**src/rtl/md_ctrl_if.sv**
```systemverilog
// Handshake, operand and HI/LO access signals between the EXE stage and md_ctrl.
// The pipeline drives through the master modport, and md_ctrl sits on the slave modport.
interface md_ctrl_if;
  logic        req_valid;
  logic [1:0]  req_op;
  logic [31:0] src1;
  logic [31:0] src2;
  logic        cancel;
  logic        out_allowin;
  logic        md_ready_go;
  logic        md_busy;
  logic        wr_hi;
  logic        wr_lo;
  logic [31:0] wdata;
  logic        rd_hi;
  logic [31:0] hilo_rdata;

  modport master (
    output req_valid, req_op, src1, src2, cancel, out_allowin,
           wr_hi, wr_lo, wdata, rd_hi,
    input  md_ready_go, md_busy, hilo_rdata
  );

  modport slave (
    input  req_valid, req_op, src1, src2, cancel, out_allowin,
           wr_hi, wr_lo, wdata, rd_hi,
    output md_ready_go, md_busy, hilo_rdata
  );
endinterface

```
**src/rtl/md_ctrl.sv**
```systemverilog
// Multiply/divide sequencer for the EXE stage, which owns the HI/LO registers.
// It uses a single-cycle registered multiply and a 32-cycle radix-2 restoring divide.
module md_ctrl (
  input  logic     clk,
  input  logic     reset,
  md_ctrl_if.slave md
);

  localparam logic [1:0] S_IDLE = 2'd0;
  localparam logic [1:0] S_MUL  = 2'd1;
  localparam logic [1:0] S_DIV  = 2'd2;
  localparam logic [1:0] S_DONE = 2'd3;

  logic [1:0]  state_q, state_d;
  logic [4:0]  cnt_q, cnt_d;
  logic [31:0] hi_q, hi_d;
  logic [31:0] lo_q, lo_d;

  // In DIV, a_q is the dividend, which shifts out while the quotient shifts in, and b_q is the divisor.
  logic [31:0] a_q, a_d;
  logic [31:0] b_q, b_d;
  logic [31:0] rem_q, rem_d;
  logic [63:0] res_q, res_d;
  logic        signed_q, signed_d;
  logic        qneg_q, qneg_d;
  logic        rneg_q, rneg_d;

  logic        is_signed;
  logic [31:0] mag1, mag2;
  logic [63:0] ext_a, ext_b, product;
  logic [32:0] shifted;
  logic        fits;
  logic [31:0] rem_next, quo_next;
  logic        commit;

  always_comb begin
    is_signed = ~md.req_op[0];
    mag1      = (is_signed && md.src1[31]) ? -md.src1 : md.src1;
    mag2      = (is_signed && md.src2[31]) ? -md.src2 : md.src2;

    // The low 64 bits of a product of extended operands are the same for signed and unsigned multiplies.
    ext_a   = {{32{signed_q & a_q[31]}}, a_q};
    ext_b   = {{32{signed_q & b_q[31]}}, b_q};
    product = ext_a * ext_b;

    shifted  = {rem_q, a_q[31]};
    fits     = (shifted >= {1'b0, b_q});
    rem_next = fits ? (shifted[31:0] - b_q) : shifted[31:0];
    quo_next = {a_q[30:0], fits};
  end

  // NOTE: every next-state variable receives a default first, so no path leaves it unassigned and no latch is inferred.
  always_comb begin
    state_d  = state_q;
    cnt_d    = cnt_q;
    a_d      = a_q;
    b_d      = b_q;
    rem_d    = rem_q;
    res_d    = res_q;
    signed_d = signed_q;
    qneg_d   = qneg_q;
    rneg_d   = rneg_q;
    commit   = 1'b0;

    case (state_q)
      S_IDLE: begin
        if (md.req_valid) begin
          signed_d = is_signed;
          cnt_d    = 5'd0;
          rem_d    = 32'd0;
          if (md.req_op[1]) begin
            a_d     = mag1;
            b_d     = mag2;
            qneg_d  = is_signed & (md.src1[31] ^ md.src2[31]);
            rneg_d  = is_signed & md.src1[31];
            state_d = S_DIV;
          end else begin
            a_d     = md.src1;
            b_d     = md.src2;
            state_d = S_MUL;
          end
        end
      end
      S_MUL: begin
        res_d   = product;
        state_d = S_DONE;
      end
      S_DIV: begin
        a_d   = quo_next;
        rem_d = rem_next;
        cnt_d = cnt_q + 5'd1;
        if (cnt_q == 5'd31) begin
          res_d   = {rneg_q ? -rem_next : rem_next, qneg_q ? -quo_next : quo_next};
          state_d = S_DONE;
        end
      end
      S_DONE: begin
        if (md.out_allowin) begin
          commit  = 1'b1;
          state_d = S_IDLE;
        end
      end
      default: state_d = S_IDLE;
    endcase

    // An exception flushes everything; it has priority over both launch and commit.
    if (md.cancel) begin
      state_d = S_IDLE;
      cnt_d   = 5'd0;
      commit  = 1'b0;
    end
  end

  always_comb begin
    hi_d = hi_q;
    lo_d = lo_q;
    if (commit) begin
      hi_d = res_q[63:32];
      lo_d = res_q[31:0];
    end else begin
      if (md.wr_hi) hi_d = md.wdata;
      if (md.wr_lo) lo_d = md.wdata;
    end
  end

  // NOTE: non-blocking assignments only in clocked blocks, so every register samples pre-edge values.
  always_ff @(posedge clk) begin
    if (reset) begin
      state_q <= S_IDLE;
      cnt_q   <= 5'd0;
      hi_q    <= 32'd0;
      lo_q    <= 32'd0;
    end else begin
      state_q <= state_d;
      cnt_q   <= cnt_d;
      hi_q    <= hi_d;
      lo_q    <= lo_d;
    end
  end

  // NOTE: datapath registers have no reset; each one is loaded before the FSM reads it.
  always_ff @(posedge clk) begin
    a_q      <= a_d;
    b_q      <= b_d;
    rem_q    <= rem_d;
    res_q    <= res_d;
    signed_q <= signed_d;
    qneg_q   <= qneg_d;
    rneg_q   <= rneg_d;
  end

  assign md.md_busy     = (state_q != S_IDLE);
  assign md.md_ready_go = (state_q == S_DONE) || ((state_q == S_IDLE) && !md.req_valid);
  assign md.hilo_rdata  = md.rd_hi ? hi_q : lo_q;

endmodule

```
**src/flat_wrapper.sv**
```systemverilog
// flat-port wrapper written by rule: the top's interface ports become plain ports
module md_ctrl_flat 
  (clk, reset, md_req_valid, md_req_op, md_src1, md_src2, md_cancel, md_out_allowin, md_wr_hi, md_wr_lo, md_wdata, md_rd_hi, md_md_ready_go, md_md_busy, md_hilo_rdata);
  md_ctrl_if md_i ();
  input  logic clk;
  input  logic reset;
  input wire logic [$bits(md_i.req_valid)-1:0] md_req_valid;
  input wire logic [$bits(md_i.req_op)-1:0] md_req_op;
  input wire logic [$bits(md_i.src1)-1:0] md_src1;
  input wire logic [$bits(md_i.src2)-1:0] md_src2;
  input wire logic [$bits(md_i.cancel)-1:0] md_cancel;
  input wire logic [$bits(md_i.out_allowin)-1:0] md_out_allowin;
  input wire logic [$bits(md_i.wr_hi)-1:0] md_wr_hi;
  input wire logic [$bits(md_i.wr_lo)-1:0] md_wr_lo;
  input wire logic [$bits(md_i.wdata)-1:0] md_wdata;
  input wire logic [$bits(md_i.rd_hi)-1:0] md_rd_hi;
  output wire logic [$bits(md_i.md_ready_go)-1:0] md_md_ready_go;
  output wire logic [$bits(md_i.md_busy)-1:0] md_md_busy;
  output wire logic [$bits(md_i.hilo_rdata)-1:0] md_hilo_rdata;
  assign md_i.req_valid = md_req_valid;
  assign md_i.req_op = md_req_op;
  assign md_i.src1 = md_src1;
  assign md_i.src2 = md_src2;
  assign md_i.cancel = md_cancel;
  assign md_i.out_allowin = md_out_allowin;
  assign md_i.wr_hi = md_wr_hi;
  assign md_i.wr_lo = md_wr_lo;
  assign md_i.wdata = md_wdata;
  assign md_i.rd_hi = md_rd_hi;
  assign md_md_ready_go = md_i.md_ready_go;
  assign md_md_busy = md_i.md_busy;
  assign md_hilo_rdata = md_i.hilo_rdata;
  md_ctrl u_core (.clk(clk), .reset(reset), .md(md_i));
endmodule
```
**config.mk**
```make
export PLATFORM = sky130hd
export DESIGN_NAME = md_ctrl_flat
export DESIGN_NICKNAME = d
export VERILOG_FILES = /design/src/rtl/md_ctrl_if.sv /design/src/rtl/md_ctrl.sv /design/src/flat_wrapper.sv
export SDC_FILE = /design/constraint.sdc
export NUM_CORES = 2
export LEC_CHECK = 0
export ABC_AREA = 1
export ABC_CLOCK_PERIOD_IN_PS = 21400
export BUFFER_PORTS_ARGS = -buffer_cell sky130_fd_sc_hd__buf_2
export CAP_MARGIN = 20
export CELL_PAD_IN_SITES_DETAIL_PLACEMENT = 0
export CELL_PAD_IN_SITES_GLOBAL_PLACEMENT = 1
export CORE_UTILIZATION = 40
export CTS_BUF_LIST = sky130_fd_sc_hd__clkbuf_4 sky130_fd_sc_hd__clkbuf_8
export CTS_CLUSTER_DIAMETER = 120
export DETAILED_ROUTE_END_ITERATION = 16
export PLACE_DENSITY = 0.71
export SYNTH_ARGS = -nofsm -noshare
export SYNTH_HDL_FRONTEND = slang
export SYNTH_SLANG_ARGS = --single-unit
```
**constraint.sdc**
```tcl
create_clock -name clk -period 21.4 [get_ports clk]
set_input_delay 1.07 -clock clk [delete_from_list [all_inputs] [get_ports clk]]
set_output_delay 1.07 -clock clk [all_outputs]
set_load 0.1 [all_outputs]
```
==> run metrics <==
status=completed; Cell variety after synth=about 60; setup TNS=0 ns; measured slew at the worst slew-check pin=1.18 ns; DR WL/cell=20.2 um; gpl congestion=0.911; DRC=0; Required @ worst endpoint=approximately 22 ns; total grt overflow=0; hold path depth=2; R2R cell count=30; first-pass GRT wire length=277,000 um; post-CTS sizing=0; gr usage total=26.3%; Placed Cells=8,692; Die Width=372 um; delay-heaviest family, CP=adder cells; final WL=178,000 um; CTS max path bufs=3; area of the core=0.136 mm2; Post-synth EDFFs=about 160; initial antenna violation count=4; max-cap viol count=0; Final Max Tran Viols=0; fraction of registers with async set/reset=0%; CTS Hold Buffers Added=0; Post-Synth XOR/XNOR Area=1.50%; DR iter-0 viols=3,008; mux cell area share after synthesis=0%; Worst path slowest cell=fa_1; HP Class=reg2reg; Top cell by count, worst path=fa_1; post-synth top area share=41.1%; final non-filler cell total=8,780; nets=8,447; leading cell type in the layout, fill and taps excluded=inv_1; syn nets=8,516; row count=about 140; Worst Path Arrival=9.83 ns; post-route minimum period=9.48 ns; CTS tree=built; total CTS buffers=45; ANT nets after route=0; post-synthesis compound-gate area fraction=6.27%; Clock transition at path regs=roughly 0.070 ns; largest family of logic cells by synthesized area=adder cells; root buf cell=clkbuf_8; CP Class=reg2reg; Final Setup Violations=0; top cells by area, synth=fa_1 41%, inv_1 13%, nand2_1 12%; syn avg cell area=7.79 um2; Max Clock Skew=between 0.06 and 0.07 ns; adder-cell share of the synthesized area=a little under half; Peak Freq=105 MHz; Layout area overhead=5.94%; Yosys top cell by area=fa_1; Fin. Hold Viols=0; routed vias=44.4k; Core Util, Final=42.8%; First-pass DRT Iterations=8; Warnings, synthesis=0; Bufs and invs on worst path=8; Synth Flop Type=edfxtp_1; post-synthesis sequential area ratio=11.5%; Initial Utilization=40.4%; clk_lat worst skew=between 0.6 and 0.7 ns; Max Fanout on Critical Path=19; fin crit share=approximately 44%; crit path capture type=flop; Seq cells post-synth=234; vias in the first global route=45.9k; share of cells above drive strength 1=under 10%; Die ar.=0.138 mm2; WP depth=30; crit path launch type=flop; clock sink count=between 200 and 250; IO Port Bufs=139; largest net degree at the start of global routing=slightly below 80; most frequent cells in the layout=1,898 x inv_1, 1,749 x nand2_1, 1,126 x fa_1, 367 x nor2_1, 269 x o21ai_0; post-synthesis instance area=roughly 0.055 mm2; RSZ-0062 raised after global routing=no; reg-to-reg setup timing slack=around 12 ns; detailed placement HPWL=146,000 um; Post-CTS Repair Setup Buffers=0; post-synthesis cell count=between 7k and 8k; die height=372 um; Simple-Gate Fraction of Synth Area=18.2%; slew margin rel.=20.3%; routed vias/inst=5.05; total I/O pin count=140; Max stage delay on crit path=about 0.64 ns; # H-tree levels=2
[final cells by class]
cell class / instances / area [um2]
clock inverter: 17 / 118
timing repair buffer: 226 / 1390
multi-input combinational: 4550 / 40000
sequential: 234 / 6320
tap: 1781 / 2230
antenna: 1 / 2.50
clock buffer: 67 / 828
fill: 13978 / 77600
inverter: 1904 / 7150
[final timing paths]
kind | start | to
min reg2reg | u_core.cnt_q[4]$_SDFFE_PP0P_ | u_core.cnt_q[4]$_SDFFE_PP0P_
max | u_core.b_q[0]$_DFFE_PP_ | u_core.res_q[59]$_DFFE_PP_
min | u_core.cnt_q[4]$_SDFFE_PP0P_ | u_core.cnt_q[4]$_SDFFE_PP0P_
max reg2reg | u_core.b_q[0]$_DFFE_PP_ | u_core.res_q[59]$_DFFE_PP_
[metal layers]
layer / vias up / global-route usage, % / part of all wire, %
met5: - / 0 / 0
met1: 22606 / 36.0 / 43
li1: 20290 / - / -
met3: 243 / 2.25 / 5.0
met4: 0 / 6.86 / 2.7
met2: 1231 / 44.8 / 49
[synth_stat cells (14+ instances only)]
master,count
a21o_1,14
a21oi_1,206
buf_1,58
clkbuf_1,272
dfxtp_1,71
edfxtp_1,163
fa_1,1126
ha_1,254
inv_1,1900
nand2_1,1749
nand2_2,19
nand3_1,152
nand3b_1,29
nand4_1,42
nor2_1,370
nor3_1,31
nor4_1,15
o211ai_1,39
o21ai_0,269
or2_2,17
xnor2_1,51
xor2_1,43
[state kept, by name, indices dropped and copies added (netlist names)]
name	flops
u_core.b_q	32
u_core.res_q	64
u_core.rneg_q	1
u_core.rem_q	32
u_core.qneg_q	1
u_core.signed_q	1
u_core.state_q	2
u_core.a_q	32
u_core.hi_q	32
u_core.cnt_q	5
u_core.lo_q	32
[logic make-up after synthesis]
family                   after synthesis
AO/OA/AOI/OAI                        616
XOR/XNOR                              94
adder cells (fa/ha/maj)             1380
buffers and inverters               2246
flip-flops                           234
AND/OR/NAND/NOR                     2460
[worst reg2reg max path, delay by kind of cell, from the launching register on]
kind	cells	cell delay, ns
compound gates	3	0.73
fa+ha+maj	9	4.56
buf+inv	8	1.56
flops	1	0.34
simple gates	10	1.97
[stage by stage]
| stage | hold slack, ns | cell area (um2) | setup slack, ns |
|---|---|---|---|
| floorplan | 0.445 | 54800 | 13.60 |
| global placement | 0.453 | 57000 | 11.93 |
| detailed placement | 0.461 | 57000 | 11.96 |
| CTS | 0.470 | 58000 | 11.90 |
| global route | 0.493 | 58000 | 11.42 |
| finish | 0.471 | 58000 | 11.92 |
Power is left out: the tool's default activity adds up to more than one toggle a clock period on the data nets, which glitch-free logic cannot reach.
